[src/rtl/clk_div_monitor.sv]
// Half-cycle resolution monitor for divided clocks: measures period and high time of div_in,
// flags matches against the expected shape and reports lock / timeout.
`timescale 1ns/1ps
module clk_div_monitor #(
  parameter int unsigned CW         = 8,
  parameter int unsigned EXP_PERIOD = 6,
  parameter int unsigned EXP_HIGH   = 3,
  parameter int unsigned LOCK_CNT   = 4
) (
  input  logic          clk,
  input  logic          reset,
  input  logic          div_in,
  output logic [CW-1:0] period_hc,
  output logic [CW-1:0] high_hc,
  output logic          meas_valid,
  output logic          match,
  output logic          locked,
  output logic          timeout
);

  localparam int unsigned XW = CW + 1;
  localparam int unsigned RW = $clog2(LOCK_CNT + 1);
  localparam logic [CW-1:0] CNT_MAX = {CW{1'b1}};

  // Clamp a one-bit-wider sum to the hc counter range.
  function automatic logic [CW-1:0] sat_cw(input logic [XW-1:0] v);
    return v[CW] ? CNT_MAX : v[CW-1:0];
  endfunction

  logic          s_n_q;
  logic          h0_q, h1_q, prev_q;
  logic [CW-1:0] cnt_q, cnt_d;
  logic [CW-1:0] pend_q, pend_d;
  logic          armed_q, armed_d;
  logic [RW-1:0] run_q, run_d;
  logic [CW-1:0] period_q, period_d;
  logic [CW-1:0] high_q, high_d;
  logic          mv_q, mv_d;
  logic          match_q, match_d;
  logic          locked_q, locked_d;
  logic          timeout_q, timeout_d;

  logic          rise0, rise1, fall0, fall1;
  logic [XW-1:0] cnt_x1, cnt_x2;
  logic [CW-1:0] meas_period, meas_high;
  logic          is_match;

  // Negedge half-sample of div_in.
  always_ff @(negedge clk or negedge reset) begin
    if (!reset) s_n_q <= 1'b0;
    else        s_n_q <= div_in;
  end

  // Pair capture at posedge; prev resets high so a level already high is not a rise.
  always_ff @(posedge clk or negedge reset) begin
    if (!reset) begin
      h0_q   <= 1'b1;
      h1_q   <= 1'b1;
      prev_q <= 1'b1;
    end else begin
      h0_q   <= s_n_q;
      h1_q   <= div_in;
      prev_q <= h1_q;
    end
  end

  assign rise0  = !prev_q & h0_q;
  assign rise1  = !h0_q & h1_q;
  assign fall0  = prev_q & !h0_q;
  assign fall1  = h0_q & !h1_q;
  assign cnt_x1 = {1'b0, cnt_q} + XW'(1);
  assign cnt_x2 = {1'b0, cnt_q} + XW'(2);

  always_comb begin
    cnt_d       = cnt_q;
    pend_d      = pend_q;
    armed_d     = armed_q;
    run_d       = run_q;
    period_d    = period_q;
    high_d      = high_q;
    mv_d        = 1'b0;
    match_d     = match_q;
    locked_d    = locked_q;
    timeout_d   = timeout_q;
    meas_period = '0;
    meas_high   = '0;
    is_match    = 1'b0;

    if (fall0)               pend_d = sat_cw(cnt_x1);
    else if (fall1 && !rise0) pend_d = sat_cw(cnt_x2);

    // A fall after rise0 belongs to the next period; a fall before rise1 closes this one.
    if (rise0) begin
      meas_period = sat_cw(cnt_x1);
      meas_high   = pend_q;
      cnt_d       = CW'(1);
      if (fall1) pend_d = CW'(1);
    end else if (rise1) begin
      meas_period = sat_cw(cnt_x2);
      meas_high   = pend_d;
      cnt_d       = '0;
    end else begin
      cnt_d = sat_cw(cnt_x2);
    end

    is_match = (meas_period == CW'(EXP_PERIOD)) && (meas_high == CW'(EXP_HIGH));

    if (rise0 || rise1) begin
      if (armed_q) begin
        period_d = meas_period;
        high_d   = meas_high;
        mv_d     = 1'b1;
        match_d  = is_match;
        if (is_match) begin
          run_d    = (run_q == RW'(LOCK_CNT)) ? run_q : run_q + RW'(1);
          locked_d = (run_d == RW'(LOCK_CNT));
        end else begin
          run_d    = '0;
          locked_d = 1'b0;
        end
      end
      armed_d   = 1'b1;
      timeout_d = 1'b0;
    end else if (cnt_d == CNT_MAX) begin
      timeout_d = 1'b1;
      armed_d   = 1'b0;
      run_d     = '0;
      locked_d  = 1'b0;
      match_d   = 1'b0;
    end
  end

  always_ff @(posedge clk or negedge reset) begin
    if (!reset) begin
      cnt_q     <= '0;
      pend_q    <= '0;
      armed_q   <= 1'b0;
      run_q     <= '0;
      period_q  <= '0;
      high_q    <= '0;
      mv_q      <= 1'b0;
      match_q   <= 1'b0;
      locked_q  <= 1'b0;
      timeout_q <= 1'b0;
    end else begin
      cnt_q     <= cnt_d;
      pend_q    <= pend_d;
      armed_q   <= armed_d;
      run_q     <= run_d;
      period_q  <= period_d;
      high_q    <= high_d;
      mv_q      <= mv_d;
      match_q   <= match_d;
      locked_q  <= locked_d;
      timeout_q <= timeout_d;
    end
  end

  assign period_hc  = period_q;
  assign high_hc    = high_q;
  assign meas_valid = mv_q;
  assign match      = match_q;
  assign locked     = locked_q;
  assign timeout    = timeout_q;

endmodule

[config.mk]
export PLATFORM = sky130hd
export DESIGN_NAME = clk_div_monitor
export DESIGN_NICKNAME = d
export VERILOG_FILES = /design/src/rtl/clk_div_monitor.sv
export SDC_FILE = /design/constraint.sdc
export NUM_CORES = 1
export LEC_CHECK = 0
export CORE_UTILIZATION = 52
export CTS_BUF_LIST = sky130_fd_sc_hd__clkbuf_16
export CTS_CLUSTER_SIZE = 24
export DETAILED_ROUTE_END_ITERATION = 8
export PLACE_DENSITY = 0.75
export SYNTH_ARGS = -nofsm -noshare
export SYNTH_HDL_FRONTEND = slang
export SYNTH_SLANG_ARGS = --single-unit
[constraint.sdc]
create_clock -name clk -period 2.6 [get_ports clk]
set_input_delay 0.52 -clock clk [delete_from_list [all_inputs] [get_ports clk]]
set_output_delay 0.52 -clock clk [all_outputs]
set_load 0.01 [all_outputs]
==> reports/metrics.yaml, run 1 <==
route:
  initialDrtViolationCount: 135
  drtPass1Iterations: 5
  wirelength_um: 6520
  antenna_left: 0
  vias: 2307
  drc: 0
  via_per_inst: 6.01
  avgRoutedWirePerCell_um: 17.0
power:
  p_per_area_nw_per_um2: 522
  peakVddDrop_uv: 363
  power.total_w: 0.00167
  p_leak_nw: 1.40
synth:
  synth_cells: 268
  async_reset_ff_frac: 1.00
  synth_area_leaders: "dfrtp_1, o21ai_0, nand2_1, mux2_2, dfstp_2"
  synth_ff_type: "dfrtp_1"
  synth_top_cell_area_share: 0.389
  synth-edff-count: 0
  syn_area_per_cell_um2: 9.61
  syn-num-nets: 276
  synth_warnings: 0
  synthesis.area_um2: 2570
  ys_ff_latch: 44
  yosys-top-cells-count: "dfrtp_1, nand2_1, o21ai_0"
  synth.distinct_cells: 68
  synth_top_cell_by_area: "dfrtp_1"
  yosysMostFrequentCell: "dfrtp_1"
  yosysSeqAreaShare: 0.429
worst_setup_path:
  rr_endpoint: "run_q[1]"
  arrival_ns: 2.72
  slowest_delay_ns: 0.57
  critPathKind: "reg2reg"
  cp.required_ns: 2.83
  r2r_slack_ns: 0.10
  path_cells: "nand4_2 -> nor2_2 -> o22ai_1 -> or4_4 -> and2_4 -> nor4b_1 -> a21o_1"
  startpoint_type: "flop"
  reg2reg_from: "cnt_q[7]"
  cp-end-kind: "flop"
  worstPathMaxFanout: 9
  cpMaxStageDelayCell: "or4_4"
  reg2regPathDepth: 7
timing:
  setup_viol: 0
  skew_ns: 0.0212
  fin_crit_sh: 0.960
  slew_violations: 0
  fmax_ghz: 0.401
  tightest_slew_ns: 0.533
  slew-limit-headroom: 0.645
  hold_viol: 0
  worst_slack_ns: 0.104
  fin_crit_ns: 2.50
layout:
  drive_gt1_frac: 0.246
  fin_nets: 324
  final_util: 0.674
  syn_to_final_growth_pct: 24.4
  diodes: 0
placement:
  port_buffers: 22
  gp_congestion: 0.896
  hpwl_um: 4870
  pre_cts_slack_ns: 0.0373
clock_tree:
  clk_latency_ns: 0.31
  clockBufferDepth: 2
  cts_buffers: 5
  path_clk_slew_ns: 0.06
  clock-sinks: 44
  clock-root-buffer: "clkbuf_16"
  cts_hold_buf: 0
  h-tree-depth: 2
  cts_tree: "done"
global_route:
  overflow: 0
  grt_pass1_wl_um: 10500
  grt.total_usage: 0.265
  grt_start_max_net_pins: 44
  antenna_found_initial: 0
  grt_pass1_vias: 2100
floorplan:
  initial_utilization: 0.542
  ios: 23
  die_y_um: 72.4
  core_um2: 4750
  die_x_um: 72.4
  row_count: 25
  die-area_um2: 5240
job:
  drv_cap: 0
run_status:
  status: "completed"
worst_hold_path:
  hp-class: "in2async"
[how the worst max path moves through the flow]
stage	startpoint	endpoint	slack (ns)	depth (start not counted)
floorplan	cnt_q[1]	run_q[0]	0.16	8
global placement	cnt_q[1]	run_q[2]	0.11	8
detailed placement	cnt_q[1]	run_q[0]	0.04	8
CTS	cnt_q[1]	run_q[2]	0.008	8
global route	cnt_q[1]	run_q[2]	-0.009	9
finish	cnt_q[7]	run_q[1]	0.10	7
[placed cells by master (no fill, tap or decap), types with 6 or more instances in the layout]
master and n:
nor3_1 6, a22o_1 6, nand2b_1 7, mux2i_1 7, nor2_1 20, inv_1 6, clkdlybuf4s50_1 21, dfrtp_1 39
o21ai_0 23, nand2_1 25, a21oi_1 9, buf_4 36, mux2_2 8
[stage by stage]
step / hold WS, ns / instance area [um^2] / std cells / TNS [ns]
detailed placement: 0.470 / 3020 / 374 / 0
CTS: 0.409 / 3160 / 382 / 0
global placement: 0.466 / 3020 / 374 / 0
finish: 0.374 / 3200 / 384 / 0
global route: 0.440 / 3200 / 384 / -0.00930
floorplan: 0.224 / 2570 / 268 / 0
[repair_timing]
action	4_1_cts	5_1_grt
setup buffers	0	2
setup endpoints to repair	0	5
hold endpoints to repair	0	0
resized for setup	0	7
[state kept, by name, indices dropped and copies added, names as in the netlist]
register    cells
pend_q          8
match           1
armed_q         1
h0_q            1
h1_q            1
meas_valid      1
cnt_q           8
high_hc         8
s_n_q           1
locked          1
period_hc       8
timeout         1
prev_q          1
run_q           3
[worst max-delay path: cells and delay by family, from the launching register on]
family,cells,cell delay (ns)
AO/OA/AOI/OAI,2,0.29
flip-flops,1,0.52
AND/OR/NAND/NOR,5,1.63
[where the power goes]
part / total [W] / internal, W / switching (W)
sequential: 0.000759 / 0.000727 / 0.0000319
clock: 0.000613 / 0.000352 / 0.000261
combinational: 0.000299 / 0.000142 / 0.000157
total: 0.00167 / 0.00122 / 0.000450
[per-layer routing]
metal  wire length, um  vias to the layer above  track usage
met5                 0                        -            0
met4               158                        0       0.0893
met3               490                       22       0.0653
met2              3000                      130        0.418
met1              2870                     1076        0.358
li1                  -                     1079            -
[cells by family after synthesis]
group | share of synthesized area
buf+inv | 0.0525
compound gates | 0.216
fa+ha+maj | 0.0243
flops | 0.429
xor+xnor | 0.0102
mux | 0.0622
simple gates | 0.206
[area by class of cell]
cell class                 instances  area [um^2]
multi-input combinational        200         1360
clock inverter                     3         18.8
sequential                        44         1110
tap                               67         83.8
fill                             391         1550
clock buffer                       5          125
inverter                           7         26.3
timing repair buffer              58          485
Power figures use the tool's default switching activity.
==> run 2, diff against run 1 <==
- CORE_UTILIZATION: 52 -> 40
- DONT_BUFFER_PORTS: unset -> 1
- PLACE_DENSITY: 0.75 -> 0.55
- clock period: 2.6 -> 2.2 ns (I/O delays scaled with it)
==> reports/metrics.yaml, run 2 (synthesis results as in run 1) <==
floorplan:
  row_count: 28  # was 25
  core_um2: 6060  # was 4750 um^2
  initial_utilization: 0.425  # was 0.542
  die-area_um2: 6760  # was 5240 um^2
  ios: 23  # unchanged
  die_x_um: 82.2  # was 72.4 um
  die_y_um: 82.2  # was 72.4 um
layout:
  syn_to_final_growth_pct: 38.5  # was 24.4%
  diodes: 0  # unchanged
  fill_cells: 520  # was 391
  final_util: 0.589  # was 0.674
  layout_common_cells: "buf_4, dfrtp_1, nand2_1"  # was dfrtp_1, buf_4, nand2_1
  drive_gt1_frac: 0.427  # was 0.246
  fin_nets: 344  # was 324
  final_common_cell: "buf_4"  # was dfrtp_1
worst_setup_path:
  reg2regPathDepth: 9  # was 7
  worstPathMaxFanout: 6  # was 9
  cp.required_ns: 2.42  # was 2.83 ns
  startpoint_type: "flop"  # unchanged
  arrival_ns: 2.57  # was 2.72 ns
  cp-end-kind: "flop"  # unchanged
  critPathKind: "reg2reg"  # unchanged
timing:
  fmax_ghz: 0.427  # was 0.401 GHz
  fin_crit_sh: 1.07  # was 0.960
  worst_slack_ns: -0.145  # was 0.104 ns
  setup_viol: 5  # was 0
  tns_ns: -0.393  # was 0 ns
  tightest_slew_ns: 0.378  # was 0.533 ns
  slew_violations: 0  # unchanged
  fin_crit_ns: 2.34  # was 2.50 ns
  hold_viol: 0  # unchanged
  rsz0062_at_grt: "yes"
  skew_ns: 0.0206  # was 0.0212 ns
  slew-limit-headroom: 0.747  # was 0.645
clock_tree:
  clock-sinks: 44  # unchanged
  cts_tree: "done"  # unchanged
  h-tree-depth: 2  # unchanged
  clk_latency_ns: 0.31  # about the same
  clock-root-buffer: "clkbuf_16"  # unchanged
  path_clk_slew_ns: 0.06  # about the same
  cts_buffers: 5  # unchanged
  clockBufferDepth: 2  # unchanged
power:
  p_clk_frac: 0.400  # was 0.367
  switchingPower_w: 0.000570  # was 0.000450 W
  peakVddDrop_uv: 504  # was 363 uV
  p_int_w: 0.00159  # was 0.00122 W
  power.total_w: 0.00216  # was 0.00167 W
  pwr-share-comb: 0.177  # was 0.179
  p_per_area_nw_per_um2: 605  # was 522 nW/um^2
  p_leak_nw: 1.59  # was 1.40 nW
  p_sw_frac: 0.264  # was 0.269
  pwr-share-seq: 0.424  # was 0.454
global_route:
  antenna_found_initial: 0  # unchanged
  grt_start_max_net_pins: 44  # unchanged
  overflow: 0  # unchanged
  grt.total_usage: 0.232  # was 0.265
  grt_pass1_wl_um: 11400  # was 10500 um
  grt_pass1_vias: 2248  # was 2100
route:
  wirelength_um: 7320  # was 6520 um
  avgRoutedWirePerCell_um: 17.8  # was 17.0 um
  drtPass1Iterations: 4  # was 5
  vias: 2304  # was 2307
  drc: 0  # unchanged
  antenna_left: 0  # unchanged
  initialDrtViolationCount: 180  # was 135
  via_per_inst: 5.59  # was 6.01
job:
  drv_cap: 0  # unchanged
placement:
  gp_congestion: 0.862  # was 0.896
  port_buffers: 0  # was 22
  hpwl_um: 5360  # was 4870 um
run_status:
  violations: "negative setup slack"
  status: "finished with violations"  # was completed
worst_hold_path:
  hp-class: "in2reg"  # was in2async
  hold_depth: 0
[run 2: through the flow]
step | std cells | area (um^2) | hold slack [ns] | worst slack, ns
2_1_floorplan | 268 | 2610 | 0.144 | -0.0866
3_5_place_dp | 399 | 3160 | 0.146 | -0.276
6_report | 412 | 3570 | 0.145 | -0.145
3_3_place_gp | 399 | 3160 | 0.146 | -0.213
5_1_grt | 412 | 3570 | 0.134 | -0.246
4_1_cts | 410 | 3450 | 0.141 | -0.145
[run 2: power groups by stage]
stage	logic [W]	registers (W)	clock network, W
floorplan	0.000175	0.000915	0
global placement	0.000317	0.000925	0
detailed placement	0.000318	0.000927	0
CTS	0.000355	0.000913	0.000881
global route	0.000412	0.000919	0.000914
finish	0.000381	0.000914	0.000862
[run 2: layer usage]
layer  global-route usage  part of all wire
met1                0.312              0.46
met5                    0                 0
met4               0.0754             0.019
met2                0.370              0.47
met3               0.0495             0.054
[run 2: path summary, 6_finish.rpt]
| path | from | to | slack [ns] |
|---|---|---|---|
| hold reg to reg | run_q[1] | run_q[1] | 0.55 |
| hold / removal | div_in | h1_q | 0.14 |
| setup reg to reg | cnt_q[1] | run_q[0] | -0.14 |
| min in group asynchronous | reset | cnt_q[3] | 0.66 |
| setup / recovery | cnt_q[1] | run_q[0] | -0.14 |
| max in group asynchronous | reset | h1_q | 1.27 |
[run 2: critical path, cell delays in order (launching register included)]
cell and delay [ns]:
dfrtp_2 0.44, buf_6 0.14, ha_4 0.16, xor2_2 0.15, and4b_1 0.23, o221ai_2 0.09
or4_4 0.50, and2_4 0.19, nor4b_4 0.25, a221o_1 0.13
[run 2: cell type report]
cell class | instances | area (um^2) | area share
inverter | 7 | 28.8 | 0.00807
sequential | 44 | 1110 | 0.311
clock buffer | 5 | 125 | 0.0351
multi-input combinational | 200 | 1530 | 0.430
timing repair buffer | 78 | 632 | 0.177
tap | 75 | 93.8 | 0.0263
clock inverter | 3 | 46.3 | 0.0130
[run 2: timing repair]
item,4_1_cts,5_1_grt
hold endpoints to repair,43,0
hold buffers,2,0
setup buffers,1,2
endpoints found under the setup margin,5,13
resized for setup,16,19
pin swaps,2,2
==> patch (flow settings as in run 2) <==
Add an input register stage for `div_in`, without a reset; this delays it by one clock. Comments in the files are not updated.
--- a/src/rtl/clk_div_monitor.sv
+++ b/src/rtl/clk_div_monitor.sv
@@ -21,6 +21,12 @@
   localparam int unsigned XW = CW + 1;
   localparam int unsigned RW = $clog2(LOCK_CNT + 1);
   localparam logic [CW-1:0] CNT_MAX = {CW{1'b1}};
+
+  logic div_q;
+
+  always_ff @(posedge clk) begin
+    div_q <= div_in;
+  end
 
   // Clamp a one-bit-wider sum to the hc counter range.
   function automatic logic [CW-1:0] sat_cw(input logic [XW-1:0] v);
@@ -48,7 +54,7 @@
   // Negedge half-sample of div_in.
   always_ff @(negedge clk or negedge reset) begin
     if (!reset) s_n_q <= 1'b0;
-    else        s_n_q <= div_in;
+    else        s_n_q <= div_q;
   end
 
   // Pair capture at posedge; prev resets high so a level already high is not a rise.
@@ -59,7 +65,7 @@
       prev_q <= 1'b1;
     end else begin
       h0_q   <= s_n_q;
-      h1_q   <= div_in;
+      h1_q   <= div_q;
       prev_q <= h1_q;
     end
   end
Check against the original RTL: not checked (the comparison handles one clock edge and no latches or derived clocks); the edit may change what the design does.
==> patch against run 2 <==
The flow still finishes with violations (setup timing); sequential cell count increased by 1; clock power grew 3.7%; first-iteration DRC count shrank 19%; design area is 3.8% higher; final cell count is 1.5% higher; total power grew 3.4%; setup slack worse by 0.031 ns; synthesized area rose by 0.78%; routed wire length up 1.2%.
==> patch: results (changes against run 2) <==
| Metric | Value |
|---|---|
| Result of the run | finished, violations left |
| Violated checks | setup timing |
| Via density | 5.60 (+0.10%) |
| # placed instances | 402 (+0.75%) |
| Static power due to leakage | 1.66 nW (+4.1%) |
| Destination of the worst hold path | div_q$_DFF_P_ |
| Max incr delay on CP | 0.43 ns (-0.07 ns) |
| Avg Synthesized Cell Area | 9.65 um2 (+0.40%) |
| Hpwl dp | 5410 um (+0.85%) |
| Number of distinct library cells after synthesis | 69 (+1.5%) |
| DRT iter0 DRCs | 146 (-19%) |
| Post-layout nets | 350 (+1.7%) |
| Worst R2R Path Depth | 8 (-1) |
| Setup violation total in the final timing report | 5 (unchanged) |
| Sum of negative setup slack | -0.467 ns (-0.0737 ns) |
| Sequential cell area fraction in the yosys report | 43.3% (+0.44 points) |
| Post-synthesis mux area share | 6.17% (-0.048 points) |
| Placer's final routability congestion estimate | 0.873 (+1.2%) |
| Top area cells in the synthesized netlist | dfrtp_1 (39%), o21ai_0 (4.6%), nand2_1 (3.6%), mux2_2 (3.5%), dfstp_2 (3.0%) |
| Global routing usage summed across all routing layers | 23.5% (+0.25 points) |
| Layout cell share with drive strength beyond 1 | 45.2% (+2.5 points) |
| Number of cells in the finished layout apart from fillers | 418 (+1.5%) |
| Slew @ Worst Pin | 0.396 ns (+0.0178 ns) |
| Post-DR wirelength/cell | 17.7 um (-0.24%) |
| Vias in the first global route | 2,306 (+2.6%) |
| Synth Area in Compound Gates | 21.5% (-0.17 points) |
| Data arrival, critical path | 2.55 ns (-0.02 ns) |
| Worst Setup Slack, final | -0.175 ns (-0.0307 ns) |
| Max VDD drop | 0.471 mV (-6.5%) |
==> patch: cell types whose count changed after synthesis <==
cell and change:
dfxtp_1 +1
==> patch: power breakdown <==
part / total (W) / switching [W] / internal (W)
Combinational: 0.000399 / 0.000201 / 0.000197
Sequential: 0.000937 / 0.0000587 / 0.000879
Clock: 0.000894 / 0.000348 / 0.000546
==> patch: layer usage <==
layer | GRT usage [%] | vias up | part of all wire [%]
met2 | 38.0 | 35 | 48
met1 | 31.3 | 1147 | 48
met4 | 8.45 | 0 | 1.9
met3 | 4.18 | 15 | 2.3
li1 | - | 1143 | -
met5 | 0 | - | 0
==> patch: stage by stage <==
stage               instance area [um2]  worst slack [ns]  hold slack [ns]
CTS                                3590            -0.132            0.164
floorplan                          2630           -0.0866            0.144
global placement                   3190            -0.217            0.146
detailed placement                 3190            -0.315            0.146
global route                       3700            -0.230            0.158
finish                             3700            -0.175            0.167
==> patch: how the worst max path moves through the flow <==
stage | startpoint | endpoint | slack, ns
final | cnt_q[1]$_DFF_PN0_ | run_q[0]$_DFFE_PN0P_ | -0.18
after global routing | cnt_q[1]$_DFF_PN0_ | run_q[0]$_DFFE_PN0P_ | -0.23
after CTS | cnt_q[2]$_DFF_PN0_ | run_q[1]$_DFFE_PN0P_ | -0.13
after detailed placement | cnt_q[1]$_DFF_PN0_ | locked$_DFFE_PN0P_ | -0.31
after global placement | cnt_q[1]$_DFF_PN0_ | locked$_DFFE_PN0P_ | -0.22
after floorplan | cnt_q[1]$_DFF_PN0_ | run_q[0]$_DFFE_PN0P_ | -0.09
==> patch: cell families (layout without fill, tap and decap cells) <==
| group | count (synthesis) | count (layout) |
|---|---|---|
| AOI/OAI and AO/OA | 81 | 81 |
| xor gates and xnor gates | 3 | 3 |
| adders and majority gates | 5 | 5 |
| buffers and inverters | 24 | 98 |
| DFF | 45 | 45 |
| muxes | 15 | 15 |
| and+or+nand+nor | 96 | 96 |
==> patch: final cells by class <==
cell class	instances	area (um2)
repair buffers	83	677
clock buffers	5	125
well taps	75	93.8
clock inverters	3	50.0
fillers	546	2390
flip-flops and latches	45	1130
inverters	7	28.8
multi-input cells	200	1600
==> patch: what timing repair did <==
| action | in CTS | in global routing |
|---|---|---|
| endpoints found under the hold margin | 43 | 0 |
| hold buffers | 2 | 0 |
| pin swaps | 14 | 10 |
| buffers inserted | 5 | 2 |
| resized for setup | 33 | 15 |
| setup endpoints to repair | 5 | 13 |
